===== src/rtl/sca_mux_arb_if.sv =====
// Handshake bundle for the two-channel arbitrated mux: two producer channels,
// one registered consumer channel, and per-channel transfer counters.
interface sca_mux_arb_if #(
  parameter int SIZE = 1
);
  logic [SIZE-1:0] a_data;
  logic            a_valid;
  logic            a_ready;
  logic [SIZE-1:0] b_data;
  logic            b_valid;
  logic            b_ready;
  logic            sel;
  logic [SIZE-1:0] out;
  logic            out_valid;
  logic            out_ready;
  logic [7:0]      cnt_a;
  logic [7:0]      cnt_b;

  modport master (
    output a_data, a_valid, b_data, b_valid, out_ready,
    input  a_ready, b_ready, sel, out, out_valid, cnt_a, cnt_b
  );

  modport slave (
    input  a_data, a_valid, b_data, b_valid, out_ready,
    output a_ready, b_ready, sel, out, out_valid, cnt_a, cnt_b
  );
endinterface


===== src/rtl/sca_mux_arb.sv =====
// Two-channel round-robin arbiter feeding a one-word output register, with
// saturating per-channel transfer counters and the grant exported as SEL.
module sca_mux_arb #(
  parameter int SIZE = 1
) (
  input  logic         clk,
  input  logic         rst_n,
  sca_mux_arb_if.slave bus
);

  typedef enum logic {
    IDLE = 1'b0,
    FULL = 1'b1
  } state_t;

  state_t          state_q, state_d;
  logic            last_q;
  logic            sel_p1;
  logic [SIZE-1:0] out_p1;
  logic [7:0]      cnt_a_q, cnt_b_q;

  logic            slot_free;
  logic            grant_a, grant_b;
  logic            xfer_a, xfer_b;

  function automatic logic [7:0] sat_inc(input logic [7:0] v);
    return (v == 8'hFF) ? v : v + 8'd1;
  endfunction

  // Grant/ready/next-state; rst_n gating keeps both READYs low during reset.
  always_comb begin
    state_d   = state_q;
    slot_free = (state_q == IDLE) || bus.out_ready;
    grant_a   = bus.a_valid && (!bus.b_valid || last_q);
    grant_b   = bus.b_valid && (!bus.a_valid || !last_q);
    xfer_a    = rst_n && slot_free && grant_a;
    xfer_b    = rst_n && slot_free && grant_b;
    if (xfer_a || xfer_b) begin
      state_d = FULL;
    end else if (bus.out_ready) begin
      state_d = IDLE;
    end
  end

  always_ff @(posedge clk or negedge rst_n) begin
    if (!rst_n) begin
      state_q <= IDLE;
    end else begin
      state_q <= state_d;
    end
  end

  // Output stage: word, grant and counters all update on the transfer edge.
  always_ff @(posedge clk or negedge rst_n) begin
    if (!rst_n) begin
      out_p1  <= '0;
      sel_p1  <= 1'b0;
      last_q  <= 1'b1;
      cnt_a_q <= 8'd0;
      cnt_b_q <= 8'd0;
    end else if (xfer_a) begin
      out_p1  <= bus.a_data;
      sel_p1  <= 1'b0;
      last_q  <= 1'b0;
      cnt_a_q <= sat_inc(cnt_a_q);
    end else if (xfer_b) begin
      out_p1  <= bus.b_data;
      sel_p1  <= 1'b1;
      last_q  <= 1'b1;
      cnt_b_q <= sat_inc(cnt_b_q);
    end
  end

  assign bus.a_ready   = xfer_a;
  assign bus.b_ready   = xfer_b;
  assign bus.sel       = sel_p1;
  assign bus.out       = out_p1;
  assign bus.out_valid = (state_q == FULL);
  assign bus.cnt_a     = cnt_a_q;
  assign bus.cnt_b     = cnt_b_q;

endmodule


===== src/flat_wrapper.sv =====
// flat-port wrapper written by rule: the top's interface ports become plain ports
module sca_mux_arb_flat 
#(
  parameter int SIZE = 1
)
  (clk, rst_n, bus_a_data, bus_a_valid, bus_b_data, bus_b_valid, bus_out_ready, bus_a_ready, bus_b_ready, bus_sel, bus_out, bus_out_valid, bus_cnt_a, bus_cnt_b);
  sca_mux_arb_if #(.SIZE(SIZE)) bus_i ();
  input  logic clk;
  input  logic rst_n;
  input wire logic [$bits(bus_i.a_data)-1:0] bus_a_data;
  input wire logic [$bits(bus_i.a_valid)-1:0] bus_a_valid;
  input wire logic [$bits(bus_i.b_data)-1:0] bus_b_data;
  input wire logic [$bits(bus_i.b_valid)-1:0] bus_b_valid;
  input wire logic [$bits(bus_i.out_ready)-1:0] bus_out_ready;
  output wire logic [$bits(bus_i.a_ready)-1:0] bus_a_ready;
  output wire logic [$bits(bus_i.b_ready)-1:0] bus_b_ready;
  output wire logic [$bits(bus_i.sel)-1:0] bus_sel;
  output wire logic [$bits(bus_i.out)-1:0] bus_out;
  output wire logic [$bits(bus_i.out_valid)-1:0] bus_out_valid;
  output wire logic [$bits(bus_i.cnt_a)-1:0] bus_cnt_a;
  output wire logic [$bits(bus_i.cnt_b)-1:0] bus_cnt_b;
  assign bus_i.a_data = bus_a_data;
  assign bus_i.a_valid = bus_a_valid;
  assign bus_i.b_data = bus_b_data;
  assign bus_i.b_valid = bus_b_valid;
  assign bus_i.out_ready = bus_out_ready;
  assign bus_a_ready = bus_i.a_ready;
  assign bus_b_ready = bus_i.b_ready;
  assign bus_sel = bus_i.sel;
  assign bus_out = bus_i.out;
  assign bus_out_valid = bus_i.out_valid;
  assign bus_cnt_a = bus_i.cnt_a;
  assign bus_cnt_b = bus_i.cnt_b;
  sca_mux_arb #(.SIZE(SIZE)) u_core (.clk(clk), .rst_n(rst_n), .bus(bus_i));
endmodule

===== config.mk =====
export PLATFORM = sky130hd
export DESIGN_NAME = sca_mux_arb_flat
export DESIGN_NICKNAME = d
export VERILOG_FILES = /design/src/rtl/sca_mux_arb_if.sv /design/src/rtl/sca_mux_arb.sv /design/src/flat_wrapper.sv
export SDC_FILE = /design/constraint.sdc
export NUM_CORES = 1
export LEC_CHECK = 0
export BUFFER_PORTS_ARGS = -buffer_cell sky130_fd_sc_hd__buf_2
export CORE_ASPECT_RATIO = 1.1
export CORE_MARGIN = 10
export CORE_UTILIZATION = 45
export DETAILED_ROUTE_END_ITERATION = 16
export HOLD_SLACK_MARGIN = 0.02
export PLACE_DENSITY = 0.73
export SLEW_MARGIN = 10
export SYNTH_ARGS = -nofsm -noshare
export SYNTH_HDL_FRONTEND = slang
export SYNTH_SLANG_ARGS = --single-unit

===== constraint.sdc =====
create_clock -name clk -period 1.5 [get_ports clk]
set_input_delay 0.15 -clock clk [delete_from_list [all_inputs] [get_ports clk]]
set_output_delay 0.15 -clock clk [all_outputs]
set_load 0.005 [all_outputs]

==> impl_metrics.json <==
{
  "status": "finished clean",
  "fin_area_sq_um": 1390,
  "grt_pass1_vias": 956,
  "whs_ns": 0.105,
  "clk_pin_slew_ns": 0.11,
  "synthCells": 98,
  "synthFlopType": "dfrtp_1",
  "grt_max_degree": 12,
  "hold_class": "input pin to flip-flop",
  "place_congestion": 0.804,
  "r2r_slack_ns": 0.07,
  "wl_mm": 2.64,
  "cts-buffers-inserted": 3,
  "critPathKind": "flip-flop to output port",
  "via_count": 926,
  "ys_warn_count": 0,
  "grt_overflow": 0,
  "total_leakage_power_nw": 0.668,
  "synth_edf_count": 0,
  "dp_hpwl_mm": 1.97,
  "final_cell_mix": "buf_2 (26), dfrtp_1 (19), buf_4 (12)",
  "syn_nets": 107,
  "required_ns": 1.35,
  "cts_tree": "done",
  "insertion_delay_ns": 0.30,
  "fin_crit_sh_pct": 97.0,
  "core-area_sq_um": 2210,
  "fmax_mhz": 687,
  "postPlaceCellArea_sq_um": 1270,
  "crit_path_end_kind": "output port",
  "cts-root-buf": "clkbuf_4",
  "antenna_found_initial": 0,
  "port_buffers": 27,
  "cp_max_fo": 7,
  "dr.pass1.iters": 4,
  "netlist-cell-type-count": 30,
  "finalHoldViolations": 0,
  "wl_per_cell_um": 15.3,
  "finalSetupViolCount": 0,
  "worst_pin_slew_ns": 0.334,
  "synth-async-reset-ratio_pct": 100,
  "fin_nets": 153,
  "start_kind": "flip-flop",
  "finClkSkew_ns": 0.00394,
  "fin_total_pwr_mw": 2.00,
  "synth_area_per_cell_sq_um": 10.5,
  "ios": 28,
  "rows": 18,
  "die_area_sq_um": 4610,
  "synth_seq_area_share_pct": 48.7,
  "cts_max_path_buffers": 2,
  "via_per_inst": 5.35,
  "worstPathArrival_ns": 1.31,
  "period_needed_ns": 1.46,
  "start_util_pct": 46.7,
  "area_growth_pct": 34.3,
  "drive_gt1_share_pct": 42.0,
  "drt_first_iter_violations": 52,
  "drc_errors": 0,
  "die_w_um": 65.6,
  "cts_sinks": 20,
  "ys_seq_elements": 20,
  "track_usage_pct": 11.5,
  "slew_headroom_pct": 77.7,
  "mostFrequentLayoutCell": "buf_2",
  "syn_area_sq_um": 1030,
  "power.density_cell_area_nw_per_um2": 1450,
  "n_antenna_cell": 0,
  "max-vdd-ir-drop_mv": 1.01,
  "h-tree-depth": 1,
  "die_h_um": 70.2,
  "maxSlewViolCount": 0,
  "grt_pass1_wl_mm": 4.34,
  "max-cap-violations": 0,
  "antenna_left": 0
}
[state kept, by name, summed over array words and instances (netlist names)]
name / flops
u_core.bus.cnt_a: 8
u_core.bus.cnt_b: 8
u_core.bus.out: 1
u_core.bus.out_valid: 1
u_core.bus.sel: 1
u_core.last_q: 1
[stage by stage]
step | utilization (%) | setup slack, ns | std cells | TNS (ns)
floorplan | - | 0.00560 | 98 | 0
global placement | 57.6 | 0.0831 | 164 | 0
detailed placement | 57.6 | 0.0577 | 164 | 0
CTS | 60.8 | -0.0374 | 171 | -0.0380
global route | 62.8 | -0.0179 | 173 | -0.0191
finish | 62.8 | 0.0446 | 173 | 0
[metal layers]
metal  part of all wire [%]  global-route usage, %  up-vias
met2                     54                   21.0       19
met1                     38                   11.9      460
li1                       -                      -      445
met4                   0.64                   2.14        0
met3                    6.9                   4.63        2
met5                      0                      0        -
[where the power goes]
part	internal (mW)	switching, mW	total, mW
combinational	0.395	0.409	0.804
clock	0.148	0.169	0.317
sequential	0.712	0.172	0.884
[logic make-up after synthesis]
kind of cell	synth area share, %
adder cells (fa/ha/maj)	2.43
multiplexers	8.49
buffers and inverters	2.31
AO/OA/AOI/OAI	14.2
XOR/XNOR	2.55
flip-flops	48.7
AND/OR/NAND/NOR	21.4
[worst max-delay path, cell delays in order (launching register included)]
cell and delay [ns]:
dfstp_2 0.60, o2111ai_4 0.19, inv_4 0.12, buf_6 0.10
[what timing repair did]
| action | 4_1_cts | 5_1_grt |
|---|---|---|
| hold endpoints to repair | 19 | 0 |
| setup buffers | 2 | 3 |
| hold buffers | 1 | 0 |
| gates resized for setup | 3 | 8 |
| pin swaps | 1 | 3 |
| endpoints found under the setup margin | 2 | 8 |
[path summary, 6_finish.rpt]
kind,startpoint,to,cells past startpoint
max in group asynchronous,rst_n,u_core.last_q,3
hold / removal,bus_b_data,u_core.bus.out,3
min in group asynchronous,rst_n,u_core.bus.cnt_b[6],3
hold reg to reg,u_core.bus.sel,u_core.bus.sel,2
setup / recovery,u_core.last_q,bus_a_ready,3
setup reg to reg,u_core.bus.out_valid,u_core.bus.cnt_b[5],5
[cell usage after synthesis, types with 2 or more instances]
cell      number  area share [%]
dfrtp_1       19              46
nor2_1        13             4.7
nand2_1        9             3.3
mux2_1         6             6.6
nand3_1        6             2.9
a21oi_1        5             2.4
a31oi_1        4             2.4
inv_1          3             1.1
nand4_1        3             1.8
o21ai_0        3             1.5
xor2_1         3             2.5
a21boi_0       2             1.5
ha_1           2             2.4
inv_2          2            0.73
mux2i_1        2             1.9
nor2b_1        2             1.2
[layout make-up]
type                            instances  area (sq um)
Sequential cell                        20           502
Fill cell                             196           822
Tap cell                               30          37.5
Clock buffer                            4          36.3
Multi-Input combinational cell         72           529
Timing Repair Buffer                   41           253
Inverter                                6          27.5
No activity file was read; power rests on OpenSTA's default activity.
